[src/rtl/raster_sweep_counter_pkg.sv]
// Shared defaults and the controller state encoding for the raster sweep counter.
package raster_pkg;

  localparam int X_BITS_DEF = 9;
  localparam int Y_BITS_DEF = 8;

  typedef enum logic [0:0] {
    IDLE = 1'b0,
    RUN  = 1'b1
  } state_e;

endpackage

[src/rtl/raster_sweep_counter_wrap.sv]
// Single-axis counter: counts 0..limit-1 on inc and wraps, with clr taking priority.
module wrap_counter #(
  parameter int WIDTH = 8
) (
  input  logic             clk,
  input  logic             resetn,
  input  logic             clr,
  input  logic             inc,
  input  logic [WIDTH-1:0] limit,
  output logic [WIDTH-1:0] value,
  output logic             at_max
);

  logic [WIDTH-1:0] value_q;
  logic [WIDTH-1:0] value_d;

  // next count: clear, wrap at limit-1, or step by one
  always_comb begin
    value_d = value_q;
    if (clr) begin
      value_d = {WIDTH{1'b0}};
    end else if (inc) begin
      if (at_max) begin
        value_d = {WIDTH{1'b0}};
      end else begin
        value_d = value_q + WIDTH'(1);
      end
    end else begin
      value_d = value_q;
    end
  end

  // count register
  always_ff @(posedge clk) begin
    if (!resetn) begin
      value_q <= {WIDTH{1'b0}};
    end else begin
      value_q <= value_d;
    end
  end

  assign at_max = (value_q == (limit - WIDTH'(1)));
  assign value  = value_q;

endmodule

[src/rtl/raster_sweep_counter.sv]
// Raster sweep generator: walks (x,y) row-major over a latched frame size with a
// running linear address, supporting hold, abort and continuous restart.
module raster_sweep_counter
  import raster_pkg::*;
#(
  parameter int X_BITS = X_BITS_DEF,
  parameter int Y_BITS = Y_BITS_DEF,
  localparam int ADDR_BITS = X_BITS + Y_BITS
) (
  input  logic                 clk,
  input  logic                 resetn,
  input  logic                 start,
  input  logic                 abort,
  input  logic                 hold,
  input  logic                 continuous,
  input  logic [X_BITS-1:0]    x_limit,
  input  logic [Y_BITS-1:0]    y_limit,
  output logic                 busy,
  output logic                 valid,
  output logic [X_BITS-1:0]    x,
  output logic [Y_BITS-1:0]    y,
  output logic [ADDR_BITS-1:0] addr,
  output logic                 last,
  output logic                 done,
  output logic                 err
);

  state_e                state_q;
  logic [X_BITS-1:0]     xlim_q;
  logic [Y_BITS-1:0]     ylim_q;
  logic                  cont_q;
  logic                  valid_q;
  logic                  busy_q;
  logic [ADDR_BITS-1:0]  addr_q;
  logic                  done_q;
  logic                  err_q;

  logic consume_s;
  logic frame_end_s;
  logic limits_ok_s;
  logic cnt_clr_s;
  logic x_inc_s;
  logic y_inc_s;
  logic x_at_max_s;
  logic y_at_max_s;

  // counter control derived from the registered state
  always_comb begin
    consume_s   = (state_q == RUN) && !hold;
    frame_end_s = consume_s && last;
    limits_ok_s = (x_limit != {X_BITS{1'b0}}) && (y_limit != {Y_BITS{1'b0}});
    cnt_clr_s   = abort || (state_q != RUN) || frame_end_s;
    x_inc_s     = consume_s;
    y_inc_s     = consume_s && x_at_max_s;
  end

  wrap_counter #(.WIDTH(X_BITS)) u_x_cnt (
    .clk    (clk),
    .resetn (resetn),
    .clr    (cnt_clr_s),
    .inc    (x_inc_s),
    .limit  (xlim_q),
    .value  (x),
    .at_max (x_at_max_s)
  );

  // y only advances when x wraps, so it stays row-aligned
  wrap_counter #(.WIDTH(Y_BITS)) u_y_cnt (
    .clk    (clk),
    .resetn (resetn),
    .clr    (cnt_clr_s),
    .inc    (y_inc_s),
    .limit  (ylim_q),
    .value  (y),
    .at_max (y_at_max_s)
  );

  // sweep controller: state, latched frame parameters, address and pulses
  always_ff @(posedge clk) begin
    if (!resetn) begin
      state_q <= IDLE;
      xlim_q  <= {X_BITS{1'b0}};
      ylim_q  <= {Y_BITS{1'b0}};
      cont_q  <= 1'b0;
      valid_q <= 1'b0;
      busy_q  <= 1'b0;
      addr_q  <= {ADDR_BITS{1'b0}};
      done_q  <= 1'b0;
      err_q   <= 1'b0;
    end else begin
      done_q <= 1'b0;
      err_q  <= 1'b0;
      if (abort) begin
        state_q <= IDLE;
        xlim_q  <= {X_BITS{1'b0}};
        ylim_q  <= {Y_BITS{1'b0}};
        cont_q  <= 1'b0;
        valid_q <= 1'b0;
        busy_q  <= 1'b0;
        addr_q  <= {ADDR_BITS{1'b0}};
      end else begin
        case (state_q)
          IDLE: begin
            if (start && limits_ok_s) begin
              state_q <= RUN;
              xlim_q  <= x_limit;
              ylim_q  <= y_limit;
              cont_q  <= continuous;
              valid_q <= 1'b1;
              busy_q  <= 1'b1;
              addr_q  <= {ADDR_BITS{1'b0}};
            end else if (start) begin
              err_q <= 1'b1;
            end else begin
              state_q <= IDLE;
            end
          end
          RUN: begin
            if (frame_end_s) begin
              done_q <= 1'b1;
              addr_q <= {ADDR_BITS{1'b0}};
              // continuous restart picks up whatever limits/mode are presented now
              if (cont_q && limits_ok_s) begin
                xlim_q <= x_limit;
                ylim_q <= y_limit;
                cont_q <= continuous;
              end else begin
                err_q   <= cont_q;
                state_q <= IDLE;
                valid_q <= 1'b0;
                busy_q  <= 1'b0;
              end
            end else if (consume_s) begin
              addr_q <= addr_q + ADDR_BITS'(1);
            end else begin
              addr_q <= addr_q;
            end
          end
          default: begin
            state_q <= IDLE;
            valid_q <= 1'b0;
            busy_q  <= 1'b0;
            addr_q  <= {ADDR_BITS{1'b0}};
          end
        endcase
      end
    end
  end

  assign last  = valid_q && x_at_max_s && y_at_max_s;
  assign busy  = busy_q;
  assign valid = valid_q;
  assign addr  = addr_q;
  assign done  = done_q;
  assign err   = err_q;

endmodule

[config.mk]
export PLATFORM = sky130hd
export DESIGN_NAME = raster_sweep_counter
export DESIGN_NICKNAME = d
export VERILOG_FILES = /design/src/rtl/raster_sweep_counter_pkg.sv /design/src/rtl/raster_sweep_counter_wrap.sv /design/src/rtl/raster_sweep_counter.sv
export SDC_FILE = /design/constraint.sdc
export NUM_CORES = 1
export LEC_CHECK = 0
export CAP_MARGIN = 30
export CORE_MARGIN = 5
export CORE_UTILIZATION = 56
export DETAILED_ROUTE_END_ITERATION = 8
export GPL_ROUTABILITY_DRIVEN = 0
export GPL_TIMING_DRIVEN = 0
export PLACE_DENSITY = 0.86
export RECOVER_POWER = 25
export SLEW_MARGIN = 20
export SYNTH_ARGS = -nofsm -noshare
export SYNTH_HDL_FRONTEND = slang
export SYNTH_SLANG_ARGS = --single-unit
[constraint.sdc]
create_clock -name clk -period 4.25 [get_ports clk]
set_input_delay 0.425 -clock clk [delete_from_list [all_inputs] [get_ports clk]]
set_output_delay 0.425 -clock clk [all_outputs]
set_load 0.02 [all_outputs]
==> results.json, run 1 <==
{
  "status": "finished, final reports clean",
  "diodes": 0,
  "netlist_area_sq_mm": 0.00307,
  "synth_fp_nets": 395,
  "critical_path.slowest_cell": "clkdlybuf4s50_1",
  "antenna_left": 0,
  "final_core_util": 0.715,
  "required_ps": 3830,
  "yosysUniqueCellTypes": 49,
  "cts_root_buffer": "clkbuf_8",
  "comb_power_share": 0.124,
  "dr.pass1.iters": 4,
  "die_h_um": 84.1,
  "period_needed_ps": 3570,
  "cp_data_arrival_time_ps": 3150,
  "synth-compound-area-share": 0.116,
  "io_buffers": 61,
  "cts_tree": "done",
  "syn_inst": 367,
  "dp_hpwl_um": 5510,
  "io_pins": 62,
  "clkLatencyLatePin_ps": 310,
  "vias": 2875,
  "ys_ff_latch": 56,
  "synth-xor-area-share": 0.114,
  "crit_path_max_incr_delay_ps": 610,
  "avgSynthCellArea_sq_um": 8.37,
  "skew_ps": 9.89,
  "core-area_sq_mm": 0.00541,
  "fp.dieW_um": 84.1,
  "ys.flop_type": "dfxtp_1",
  "seq_area_frac_synth": 0.365,
  "finalSetupViolCount": 0,
  "pwr-share-clk": 0.308,
  "drc": 0,
  "peakVddDrop_uv": 189,
  "grt_max_degree": 19,
  "path_cells": "inv_1 -> ha_1 -> o21ba_1 -> a221oi_1 -> a41oi_1 -> or4_1 -> nor2_1 -> and3_1 -> clkdlybuf4s50_1",
  "vias_per_cell": 5.66,
  "cts_setup_buffers": 0,
  "switchingPower_uw": 245,
  "clock_path_buffers": 2,
  "worstSetupStartpointType": "flop",
  "yosysWarnings": 0,
  "seq_power_share": 0.568,
  "critPathTopFamily": "simple AND/OR/NAND/NOR gates",
  "wl_per_cell_um": 13.7,
  "crit_type": "flop to output port",
  "maxCapViolCount": 0,
  "startpoint": "xlim_q[0]$_SDFFE_PP0P_",
  "gr-total-overflow": 0,
  "cp-end-kind": "output port",
  "p_int_uw": 707,
  "track_usage": 0.196,
  "drv_slew": 0,
  "async_reset_ff_frac": 0,
  "synthMuxAreaShare": 0.0619,
  "rsz0062_at_grt": "false",
  "total_power_uw": 952,
  "h-tree-depth": 2,
  "syn2layout_area_growth_pct": 25.8,
  "wirelength_um": 6970,
  "clock_sinks": 56,
  "nets": 463,
  "switching_share": 0.257,
  "fin_crit_sh": 0.841,
  "hp-start": "ylim_q[7]$_SDFFE_PP0P_",
  "worst_pin_slew_ps": 681,
  "die-area_sq_mm": 0.00707,
  "first_global_vias": 2661,
  "worstHoldPathType": "flop to flop",
  "fmax_mhz": 280,
  "crit_buf_inv": 2,
  "postCtsResizedCells": 0,
  "synthSimpleGateAreaFrac": 0.282,
  "num_rows": 27,
  "power_per_cell_area_mw_per_mm2": 246,
  "grt_pass1_wl_um": 11700,
  "r2r-start": "xlim_q[0]$_SDFFE_PP0P_",
  "timing.final.hold_violations": 0,
  "drt_iter0_markers": 169,
  "worstPathMaxFanout": 5,
  "drive_gt1_frac": 0.0550,
  "cts.clk_slew.worst_paths_ps": 100,
  "initial_core_util": 0.568,
  "cts_buffers": 5,
  "cts_hold_buf": 0,
  "synth_top_family_by_area": "simple AND/OR/NAND/NOR gates",
  "synth_fa_ha_area_frac": 0.0204,
  "antenna_found_initial": 0,
  "fin_tns_setup_ps": 0,
  "slew_headroom": 0.545,
  "synth-edff-count": 0,
  "p_leak_uw": 0.00145
}
## cells in the final DEF, fill, tap and decap left out, drive strengths merged, types with 10 or more instances in the layout
cell	instances
and3	10
dlygate4sd3	23
clkbuf	14
nand2	52
nor2	30
xor2	23
dfxtp	56
clkdlybuf4s50	38
nand3	20
a21oi	18
xnor2	17
mux2i	19
nor3	21
## cell type report
| cell class | count | area, sq um |
|---|---|---|
| multi-input cells | 286 | 1830 |
| fillers | 456 | 1540 |
| flip-flops and latches | 56 | 1120 |
| repair buffers | 61 | 611 |
| plain buffers | 16 | 90.1 |
| well taps | 72 | 90.1 |
| clock buffers | 5 | 68.8 |
| inverters | 9 | 33.8 |
| clock inverters | 3 | 23.8 |
## power groups by stage
stage / combinational (uW) / clock [uW] / sequential, uW
after floorplan: 77.2 / 0 / 551
after global placement: 113 / 0 / 553
after detailed placement: 117 / 0 / 553
after CTS: 118 / 301 / 541
after global routing: 129 / 325 / 542
final: 118 / 293 / 541
## kinds of logic after synthesis
family | Yosys count
adder cells (fa/ha/maj) | 5
XOR/XNOR | 40
AO/OA/AOI/OAI | 52
buffers and inverters | 25
AND/OR/NAND/NOR | 170
multiplexers | 19
flip-flops | 56
## stage by stage
step,cell area (sq um),setup slack [ps],hold WS [ps],instances
floorplan,3070,1750,450,367
global placement,3770,1070,464,500
detailed placement,3770,1020,476,500
CTS,3860,672,489,508
global route,3860,488,515,508
finish,3860,677,491,508
## routing by layer
metal	share of wire	track usage
met2	0.48	0.343
met4	0.019	0.0570
met1	0.44	0.243
met5	0	0
met3	0.060	0.0375
## flip-flops by register name, indices dropped and copies added, names as in the netlist, 8 cells and up
register	cells
addr	17
u_x_cnt.value	9
u_y_cnt.value	8
xlim_q	9
ylim_q	8
## worst min-delay path, stage by stage (launching register included)
cell	delay, ps
dfxtp_1	330
nand2_1	60
mux2i_1	60
## Yosys cell counts, drive strengths merged (9+ instances only)
| library cell | number | area share |
|---|---|---|
| dfxtp | 56 | 0.36 |
| nand2 | 52 | 0.066 |
| nor2 | 30 | 0.037 |
| xor2 | 23 | 0.066 |
| nor3 | 21 | 0.039 |
| nand3 | 20 | 0.033 |
| mux2i | 19 | 0.062 |
| a21oi | 18 | 0.029 |
| xnor2 | 17 | 0.048 |
| and3 | 10 | 0.020 |
| clkbuf | 9 | 0.011 |
| inv | 9 | 0.011 |
| nand4 | 9 | 0.018 |
| o21ai | 9 | 0.015 |
## path summary, 6_finish.rpt
path | depth (start not counted) | slack (ps) | end
hold / removal | 2 | 490 | ylim_q[7]$_SDFFE_PP0P_
setup reg to reg | 9 | 1340 | addr[15]$_SDFFE_PP0P_
setup / recovery | 9 | 680 | last
hold reg to reg | 2 | 490 | ylim_q[7]$_SDFFE_PP0P_
No activity file was read; power rests on OpenSTA's default activity.
==> inputs of run 2 (changes only) <==
CORE_UTILIZATION = 52   (was 56)
PLACE_DENSITY = 0.81   (was 0.86)
clock period = 3.6 ns   (was 4.25 ns; I/O delays follow)
==> run 2 against run 1 <==
Utilization is 4.6 points lower. Die area is 6.8% higher. Final cell count is 0.59% higher. Largest cell class unchanged. Clock-buffer cell count is 1 higher. Hold slack worse by 8.7 ps. Flip-flop and latch count stayed put. Non-clock buffer count stayed put. Global-route usage is 0.78 points higher. Via count is 1.9% lower. Register-to-register slack worse by 630 ps. First-iteration DRC count is 17% higher. Clock power is 38% higher.
==> results.json, run 2 (synthesis results as in run 1) <==
{
  "status": "finished, final reports clean",
  "antenna_left": 0,
  "cts_tree": "done",
  "mostFrequentLayoutCells": "dfxtp_1 (55), nand2_1 (51), clkdlybuf4s50_1 (37)",
  "h-tree-depth": 2,
  "cp_data_arrival_time_ps": 2690,
  "fp.dieW_um": 86.9,
  "grt_pass1_wl_um": 12500,
  "gr-total-overflow": 0,
  "wirelength_um": 7330,
  "initial_core_util": 0.528,
  "cts_buffers": 5,
  "power_per_cell_area_mw_per_mm2": 304,
  "r2r-start": "xlim_q[0]$_SDFFE_PP0P_",
  "period_needed_ps": 3050,
  "first_global_vias": 2694,
  "cp-end-kind": "output port",
  "vias_per_cell": 5.52,
  "diodes": 0,
  "startpoint": "xlim_q[0]$_SDFFE_PP0P_",
  "syn2layout_area_growth_pct": 26.6,
  "largest_reg_flops": 17,
  "maxCapViolCount": 0,
  "p_leak_uw": 0.00148,
  "dp_hpwl_um": 5810,
  "vias": 2820,
  "num-fill-cells": 518,
  "postCtsResizedCells": 0,
  "grt_max_degree": 17,
  "worst_slack_ps": 554,
  "whs_ps": 483,
  "peakVddDrop_uv": 187,
  "timing.final.hold_violations": 0,
  "drive_gt1_frac": 0.0573,
  "fin_crit_sh": 0.846,
  "clock_path_buffers": 2,
  "dr.pass1.iters": 4,
  "required_ps": 3240,
  "worstPathMaxFanout": 5,
  "cts_hold_buf": 0,
  "antenna_found_initial": 0,
  "cts.clk_slew.worst_paths_ps": 100,
  "pre_cts_ws_ps": 389,
  "worstSetupStartpointType": "flop",
  "crit_type": "flop to output port",
  "place_area_sq_mm": 0.00378,
  "drt_iter0_markers": 198,
  "drc": 0,
  "worstHoldPathType": "flop to flop",
  "core-area_sq_mm": 0.00582,
  "skew_ps": 4.36,
  "wl_per_cell_um": 14.3,
  "io_buffers": 61,
  "fin_tns_setup_ps": 0,
  "hp-start": "ylim_q[7]$_SDFFE_PP0P_",
  "track_usage": 0.204,
  "finalSetupViolCount": 0,
  "nets": 463,
  "r2r_setup_slack_ps": 710,
  "final_core_util": 0.669,
  "cts_root_buffer": "clkbuf_8",
  "die-area_sq_mm": 0.00754,
  "num_rows": 28,
  "clkLatencyLatePin_ps": 310,
  "drv_slew": 0,
  "worst_pin_slew_ps": 680,
  "cts_setup_buffers": 0,
  "die_h_um": 86.9,
  "clock_sinks": 56,
  "fmax_mhz": 328,
  "io_pins": 62,
  "final_cell_area_sq_mm": 0.00389,
  "final_common_cell": "dfxtp_1",
  "rsz0062_at_grt": "false",
  "slew_headroom": 0.546
}
run 2: changes by cell type in the layout (fill, tap and decap cells not counted):
cell	previous run	this run
clkdlybuf4s50_1	38	37
bufinv_16	0	1
dfxtp_1	56	55
nor2_2	0	1
nor2_1	30	29
clkbuf_1	9	10
clkinv_2	0	1
clkinv_4	1	0
dlymetal6s2s_1	0	1
clkinvlp_4	2	0
dfxtp_2	0	1
run 2: per-stage QoR:
step,power (uW),instances
3_3_place_gp,787,503
2_1_floorplan,742,367
6_report,1180,511
4_1_cts,1190,511
5_1_grt,1230,511
3_5_place_dp,792,503
run 2: power breakdown:
part	leakage [uW]	switching (uW)	total, uW	internal [uW]
Clock	0.0000552	199	405	207
Combinational	0.000972	69.5	139	69.8
Sequential	0.000453	11.9	639	627
run 2: cell type report:
cell class                 count  area (sq um)  area share
buffer                        16          90.1      0.0232
clock buffer                   6          72.6      0.0187
clock inverter                 2          35.0     0.00901
inverter                       9          33.8     0.00868
multi-input combinational    286          1830       0.470
sequential                    56          1120       0.289
tap                           75          93.8      0.0241
timing repair buffer          61           613       0.158
run 2: critical path, stage by stage, from the launching register on:
cell	delay, ps
dfxtp_2	390
inv_1	50
ha_1	260
o21ba_1	190
a221oi_1	290
a41oi_1	90
or4_1	480
nor2_2	210
and3_1	190
dlymetal6s2s_1	230
run 2: routing by layer:
| layer | part of all wire | global-route usage | up-vias |
|---|---|---|---|
| met2 | 0.48 | 0.348 | 79 |
| met4 | 0.016 | 0.0552 | 0 |
| li1 | - | - | 1420 |
| met1 | 0.45 | 0.263 | 1309 |
| met5 | 0 | 0 | - |
| met3 | 0.060 | 0.0388 | 12 |
run 2: path summary, 6_finish.rpt:
kind,end,depth (start not counted)
max,last,9
min,ylim_q[7]$_SDFFE_PP0P_,2
max reg2reg,addr[14]$_SDFFE_PP0P_,9
min reg2reg,ylim_q[7]$_SDFFE_PP0P_,2
